File: src/rtl/bit_density_meter.sv
// Accumulates per-word ones counts over a fixed window of valid sums and
// presents each window total, with a threshold flag, on a valid/ready output.
module bit_density_meter #(
   parameter int InBits      = 32,
   parameter int WindowWords = 16,
   localparam int SumBits    = $clog2(InBits + 1),
   localparam int AccBits    = $clog2(InBits * WindowWords + 1),
   localparam int CntBits    = $clog2(WindowWords)
) (
   input  logic               clk,
   input  logic               rst,
   input  logic               sum_valid,
   input  logic [SumBits-1:0] sum_data,
   input  logic               clear,
   input  logic [AccBits-1:0] threshold,
   input  logic               dout_ready,
   output logic               dout_valid,
   output logic [AccBits-1:0] dout_total,
   output logic               dout_above,
   output logic               overrun,
   output logic [7:0]         drop_count
);

   localparam logic [CntBits-1:0] LastWord = CntBits'(WindowWords - 1);

   logic [AccBits-1:0] acc_q, acc_d;
   logic [CntBits-1:0] wcnt_q, wcnt_d;
   logic               dout_valid_q, dout_valid_d;
   logic [AccBits-1:0] dout_total_q, dout_total_d;
   logic               dout_above_q, dout_above_d;
   logic               overrun_q, overrun_d;
   logic [7:0]         drop_count_q, drop_count_d;

   logic [AccBits-1:0] sum_ext;
   logic [AccBits-1:0] final_total;
   logic               complete;
   logic               load;
   logic               drop;

   // A result loads when the output slot is empty or being emptied this cycle;
   // otherwise the new window is discarded and the held result survives.
   always_comb begin
      sum_ext     = AccBits'(sum_data);
      final_total = acc_q + sum_ext;
      complete    = sum_valid && !clear && (wcnt_q == LastWord);
      load        = complete && (!dout_valid_q || dout_ready);
      drop        = complete && dout_valid_q && !dout_ready;

      // NOTE: every output of this block gets a default first, so no path infers a latch.
      acc_d        = acc_q;
      wcnt_d       = wcnt_q;
      dout_valid_d = dout_valid_q;
      dout_total_d = dout_total_q;
      dout_above_d = dout_above_q;
      overrun_d    = drop;
      drop_count_d = drop_count_q;

      if (clear) begin
         acc_d  = '0;
         wcnt_d = '0;
      end else if (sum_valid) begin
         if (complete) begin
            acc_d  = '0;
            wcnt_d = '0;
         end else begin
            acc_d  = final_total;
            wcnt_d = wcnt_q + 1'b1;
         end
      end

      if (load) begin
         dout_valid_d = 1'b1;
         dout_total_d = final_total;
         dout_above_d = (final_total >= threshold);
      end else if (dout_ready) begin
         dout_valid_d = 1'b0;
      end

      if (drop && (drop_count_q != 8'hFF)) begin
         drop_count_d = drop_count_q + 8'd1;
      end
   end

   // NOTE: sequential state uses non-blocking assignments so every register samples pre-edge values.
   always_ff @(posedge clk) begin
      if (rst) begin
         acc_q        <= '0;
         wcnt_q       <= '0;
         dout_valid_q <= 1'b0;
         dout_total_q <= '0;
         dout_above_q <= 1'b0;
         overrun_q    <= 1'b0;
         drop_count_q <= '0;
      end else begin
         acc_q        <= acc_d;
         wcnt_q       <= wcnt_d;
         dout_valid_q <= dout_valid_d;
         dout_total_q <= dout_total_d;
         dout_above_q <= dout_above_d;
         overrun_q    <= overrun_d;
         drop_count_q <= drop_count_d;
      end
   end

   assign dout_valid = dout_valid_q;
   assign dout_total = dout_total_q;
   assign dout_above = dout_above_q;
   assign overrun    = overrun_q;
   assign drop_count = drop_count_q;

endmodule

File: config.mk
export PLATFORM = sky130hd
export DESIGN_NAME = bit_density_meter
export DESIGN_NICKNAME = d
export VERILOG_FILES = /design/src/rtl/bit_density_meter.sv
export SDC_FILE = /design/constraint.sdc
export NUM_CORES = 1
export LEC_CHECK = 0
export BUFFER_PORTS_ARGS = -buffer_cell sky130_fd_sc_hd__buf_2
export CORE_ASPECT_RATIO = 0.5
export CORE_MARGIN = 10
export CORE_UTILIZATION = 25
export CTS_CLUSTER_DIAMETER = 120
export CTS_CLUSTER_SIZE = 10
export DETAILED_ROUTE_END_ITERATION = 6
export HOLD_SLACK_MARGIN = 0.03
export RECOVER_POWER = 100
export SYNTH_ARGS = -nofsm -noshare
export SYNTH_HDL_FRONTEND = slang
export SYNTH_SLANG_ARGS = --single-unit
File: constraint.sdc
create_clock -name clk -period 3.3 [get_ports clk]
set_input_delay 0.825 -clock clk [delete_from_list [all_inputs] [get_ports clk]]
set_output_delay 0.825 -clock clk [all_outputs]
set_load 0.01 [all_outputs]
# Word-level counts from Yosys, hierarchy flattened
# Index checks and enable logic that the tools add are counted.
# word_totals
ff_bits	35
input_bits	21
elab_cells	29
# classes
n_addsub	3
n_lt_le_gt_ge	1
n_eq_ne	2
n_mux	4
reduce_logical	12
# ops
op	count
adder 10 x 6 -> 10 bit	1
>= comparator 10 bit	1
two-way mux 10 bit	1
adder 8 x 1 -> 8 bit, second input constant	1
!= test 8 bit, second input constant	1
logical AND 1 bit	6
adder 4 x 1 -> 4 bit, second input constant	1
equality test 4 bit, second input constant	1
two-way mux 4 bit	1
zero test 1 bit	3
two-way mux 1 bit	2
nonzero test 2 bit	1
OR reduction 2 bit	1
logical OR 1 bit	1

# Logic depth before layout (Yosys ltp)
# depth
ltp_word	6
mapped_depth	11
ltp_nobuf	11

# Worst setup path after synthesis
# No wires, ideal clock.
# synth_path
path_kind	input port to flip-flop
from	in sum_data[0]
to	reg dout_above_q (netlist: dout_above)
arrival_time_ps	2844
setup_slack_ps	336
cell_stages	10
n_path_buf	0
path_cell_list	ha_1 > fa_1 > a21o_1 > a21oi_1 > xnor2_1 > ha_1 > a21o_1 > a21oi_1 > a21oi_1 > o31a_1
# synth_between
elab_chain_cells	2
# synth_rtl
item	line_no	source
start, declared	13	input logic [SumBits-1:0] sum_data,
adder 10 x 6 -> 10 bit	44	final_total = acc_q + sum_ext;
via final_total[4]	35	logic [AccBits-1:0] final_total;
>= comparator 10 bit	74	dout_above_d = (final_total >= threshold);
end signal, assigned	99	dout_above_q <= dout_above_d;
end, declared	30	logic dout_above_q, dout_above_d;
# The timed path passes the listed nets, and every way through them passes these cells.
# A chain may end at the register's enable or synchronous reset.

# Final worst setup path
# Ends and elaborated chain as after synthesis.

==> results by stage <==
Job:
- The tool flagged a number of max-cap violations equal to 0.

Place:
- The number of buffer cells added on primary ports is 41.
- At the end of routability-driven placement, the weighted congestion stood at 0.763.
- The post-place instance area is 2330 sq um.
- The detailed-placement wirelength estimate is 3790 um.

Timing:
- Setup violations remaining at the end of the flow were counted as 0.
- The total count of max-transition violations in the final report is 0.
- The clock period minus final worst setup slack is 2.90 ns.
- The worst path uses 87.8% of the clock period.
- Setup repair after global routing left no endpoint under its margin.
- The worst hold-check slack is 0.456 ns.
- The final total negative setup slack is 0 ns.
- The hold violation total from the final report is 0.
- The highest clock rate is 345 MHz.
- The clock tree skew after final layout is 0.00437 ns.
- The transition time of the tightest slew-check pin is 1.09 ns.
- Headroom to the max-slew limit came out at 27.6%.

Final layout:
- The most common library cell in the layout ignoring fill and taps is sky130_fd_sc_hd__dfxtp_1.
- In the layout the commonest cells are sky130_fd_sc_hd__dfxtp_1 (35), sky130_fd_sc_hd__clkbuf_1 (26), sky130_fd_sc_hd__nor2_1 (24), sky130_fd_sc_hd__a21oi_1 (22), sky130_fd_sc_hd__ha_1 (18).
- The share of cells above drive strength 1 is 10.3%.
- The number of inserted diodes is 0.
- Compared with the post-synthesis result, the final layout area differs by 23.0%.
- The net count of the finished layout is 320.
- The final non-filler cell area is 2440 sq um.

Critical path:
- The worst setup path is captured at a flip-flop.
- The kind of critical path is in -> reg.
- The reg-to-reg endpoint is dout_above.
- Data arrives at the worst endpoint at 3.07 ns.
- Following the worst setup path forward leads to its endpoint at dout_above.
- Along the worst path, the maximum fanout reaches 3.
- The start point of the critical path is sum_data[0].
- STA classifies the critical path startpoint as an input port.
- The startpoint identified for the worst register-to-register timing path is acc_q[0].
- The required arrival time at the worst endpoint is 3.47 ns.
- The worst reg-to-reg setup slack is 0.74 ns.
- The number of cells traversed by the worst register-to-register path is 10.

CTS:
- The CTS tree is done.
- Buffers inserted to repair hold after CTS numbered 0.
- The post-CTS setup buffer count is 0.
- Gates resized during post-CTS repair numbered 0.
- The clock slew at the register clock pins of the worst setup and hold paths is 0.05 ns.
- CTS placed an instance of sky130_fd_sc_hd__clkbuf_16 at the clock tree root.
- The level count of the clock H-tree is 2.
- Buffers inserted during clock tree synthesis total 5.
- For this design, the sink count on the clock tree is 35.
- The clock reaches the later pin of the worst-skew pair after 0.28 ns.
- The clock passes through at most 2 buffers.

Synth:
- Counting flops with an async set or reset pin after synthesis yields a share of 0%.
- The number of enable-type register cells in the synthesized netlist is 0.
- The synthesized cell area is 1980 sq um.
- The sequential fraction of the synthesis area is 35.3%.
- The Yosys step of the flow raised 0 warnings.
- The fraction of synthesized cell area taken by the top area cell type is 35.3%.
- The net count after synthesis is 275.
- After synthesis, the mean cell area works out to 8.44 sq um.
- In this run, synthesis produced a sequential element count of 35.
- The most used flip-flop cell after synthesis is sky130_fd_sc_hd__dfxtp_1.
- The synthesized netlist cell count is 235.
- Of all cell types, the one taking the most synthesized area is sky130_fd_sc_hd__dfxtp_1.
- After synthesis, the cell types taking the most area are sky130_fd_sc_hd__dfxtp_1 (35%), sky130_fd_sc_hd__ha_1 (11%), sky130_fd_sc_hd__a21oi_1 (5.5%).
- The count of cell types in the netlist is 39.

Floorplan:
- The floorplan die area is 12100 sq um.
- From left edge to right edge, the die measures 146 um.
- The area inside the core boundary is 7510 sq um.
- The floorplan step set the die height to 83 um.
- The placement row count is 22.
- The starting density of the core is 26.4%.
- For this design the top-level I/O count stands at 42.

Power and ir drop:
- Summing internal, switching and leakage power gives 1.03 mW.
- Per report_power, the combinational group accounts for 10.6% of the total.
- Of the total power, the share spent switching nets is 22.7%.
- Cell internal power was estimated by the tool at 0.795 mW.
- In this run the power spent charging and discharging nets is 0.234 mW.
- The clock network burns 47.7% of the power.
- The maximum vdd drop is 0.189 mV.
- In this run the static leakage power is 1.00 nW.
- The power density normalized to cell area is 421 nW/um^2.
- The sequential cell fraction of total power is 41.7%.

Global route:
- The first global-routing pass estimated 8380 um of wire.
- The via count of the first global-routing pass is 1664.
- The global route total overflow is 0.
- The initial antenna violation count was 0.
- Global routing consumed, over all layers together, 8.19% of the routing resources.
- The pin count of the biggest net entering global routing is 26.

Drt:
- The first detailed-routing pass ran for 4 iterations.
- The DRC violation count after routing is 0.
- The ratio of routed vias to standard cells is 4.45.
- The met1 routed wirelength after detailed routing is 2570 um.
- Dividing the detail-routed wire length by the instance count gives 12.7 um.
- The overall routed net length is 4930 um.
- In this run the top signal layer used is met4.
- The number of nets with antenna violations after detailed routing is 0.
- The detailed router placed 1731 vias in this run.
- The detailed router's first-iteration violation count is 140.
- After detailed routing, the met2 layer carries 2180 um of wire.
- Wire segments on met3 add up to 127 um in the final route.

Min path:
- The type of the worst min-delay path is reg -> reg.

Run status:
- The run finished with clean final reports.
-- synth_stat cells (all sizes together) (4+ instances only) --
cell / number
nor2: 24
dfxtp: 35
nand3b: 4
nor2b: 5
nand3: 12
clkbuf: 8
xor2: 7
a21oi: 22
xnor2: 6
o21ai: 7
nand2: 16
or3: 4
nor3: 5
inv: 13
nand4: 10
nand2b: 6
ha: 18
-- metrics by stage --
stage	instances	worst slack [ns]	utilization [%]
floorplan	235	0.336	-
finish	389	0.401	32.5
global placement	381	0.156	31.0
CTS	389	0.394	33.1
detailed placement	381	0.106	31.0
global route	389	0.210	32.5
-- worst min path at each step --
| stage | slack (ns) | endpoint | depth (start not counted) | from |
|---|---|---|---|---|
| 2_1_floorplan | 0.45 | acc_q[0] | 2 | acc_q[0] |
| 3_3_place_gp | 0.45 | dout_total[1] | 2 | dout_total[1] |
| 3_5_place_dp | 0.45 | dout_total[1] | 2 | dout_total[1] |
| 4_1_cts | 0.45 | dout_total[1] | 2 | dout_total[1] |
| 5_1_grt | 0.48 | dout_total[4] | 2 | dout_total[4] |
| 6_report | 0.46 | dout_total[1] | 2 | dout_total[1] |
-- area by class of cell --
class,instances,area [sq um]
clock buffers,8,156
fillers,812,5070
inverters,13,48.8
flip-flops and latches,35,701
multi-input cells,179,1190
repair buffers,46,209
well taps,108,135
-- power by group through the flow --
stage                     Sequential, mW  Combinational [mW]  Clock, mW
final                              0.430               0.109      0.491
after CTS                          0.429               0.111      0.499
after detailed placement           0.439               0.110          0
after global placement             0.438               0.110          0
after floorplan                    0.438              0.0689          0
after global routing               0.430               0.124      0.518
-- flip-flops by register name, summed over array words and instances, names as in the netlist --
register,flops
acc_q,10
dout_above,1
dout_total,10
dout_valid,1
drop_count,8
overrun,1
wcnt_q,4
-- per-layer routing --
layer	up-vias	GRT usage, %
li1	924	-
met1	783	10.8
met2	19	12.9
met3	5	1.62
met4	0	2.96
met5	-	0
-- kinds of logic after synthesis --
logic type | Yosys count | share of synthesized area (%)
flops | 35 | 35.3
compound gates | 50 | 16.0
simple gates | 93 | 24.5
buf+inv | 21 | 3.97
xor+xnor | 13 | 5.74
mux | 4 | 2.08
fa+ha+maj | 19 | 12.4
-- worst max-delay path: stages --
cell	delay, ns
sky130_fd_sc_hd__buf_2	0.10
sky130_fd_sc_hd__ha_1	0.23
sky130_fd_sc_hd__fa_1	0.43
sky130_fd_sc_hd__a211oi_1	0.22
sky130_fd_sc_hd__o21bai_1	0.12
sky130_fd_sc_hd__o21ai_0	0.25
sky130_fd_sc_hd__xnor2_1	0.21
sky130_fd_sc_hd__ha_1	0.30
sky130_fd_sc_hd__nand4_1	0.08
sky130_fd_sc_hd__a21oi_1	0.04
sky130_fd_sc_hd__o31a_1	0.27
(Power assumes the default switching activity.)
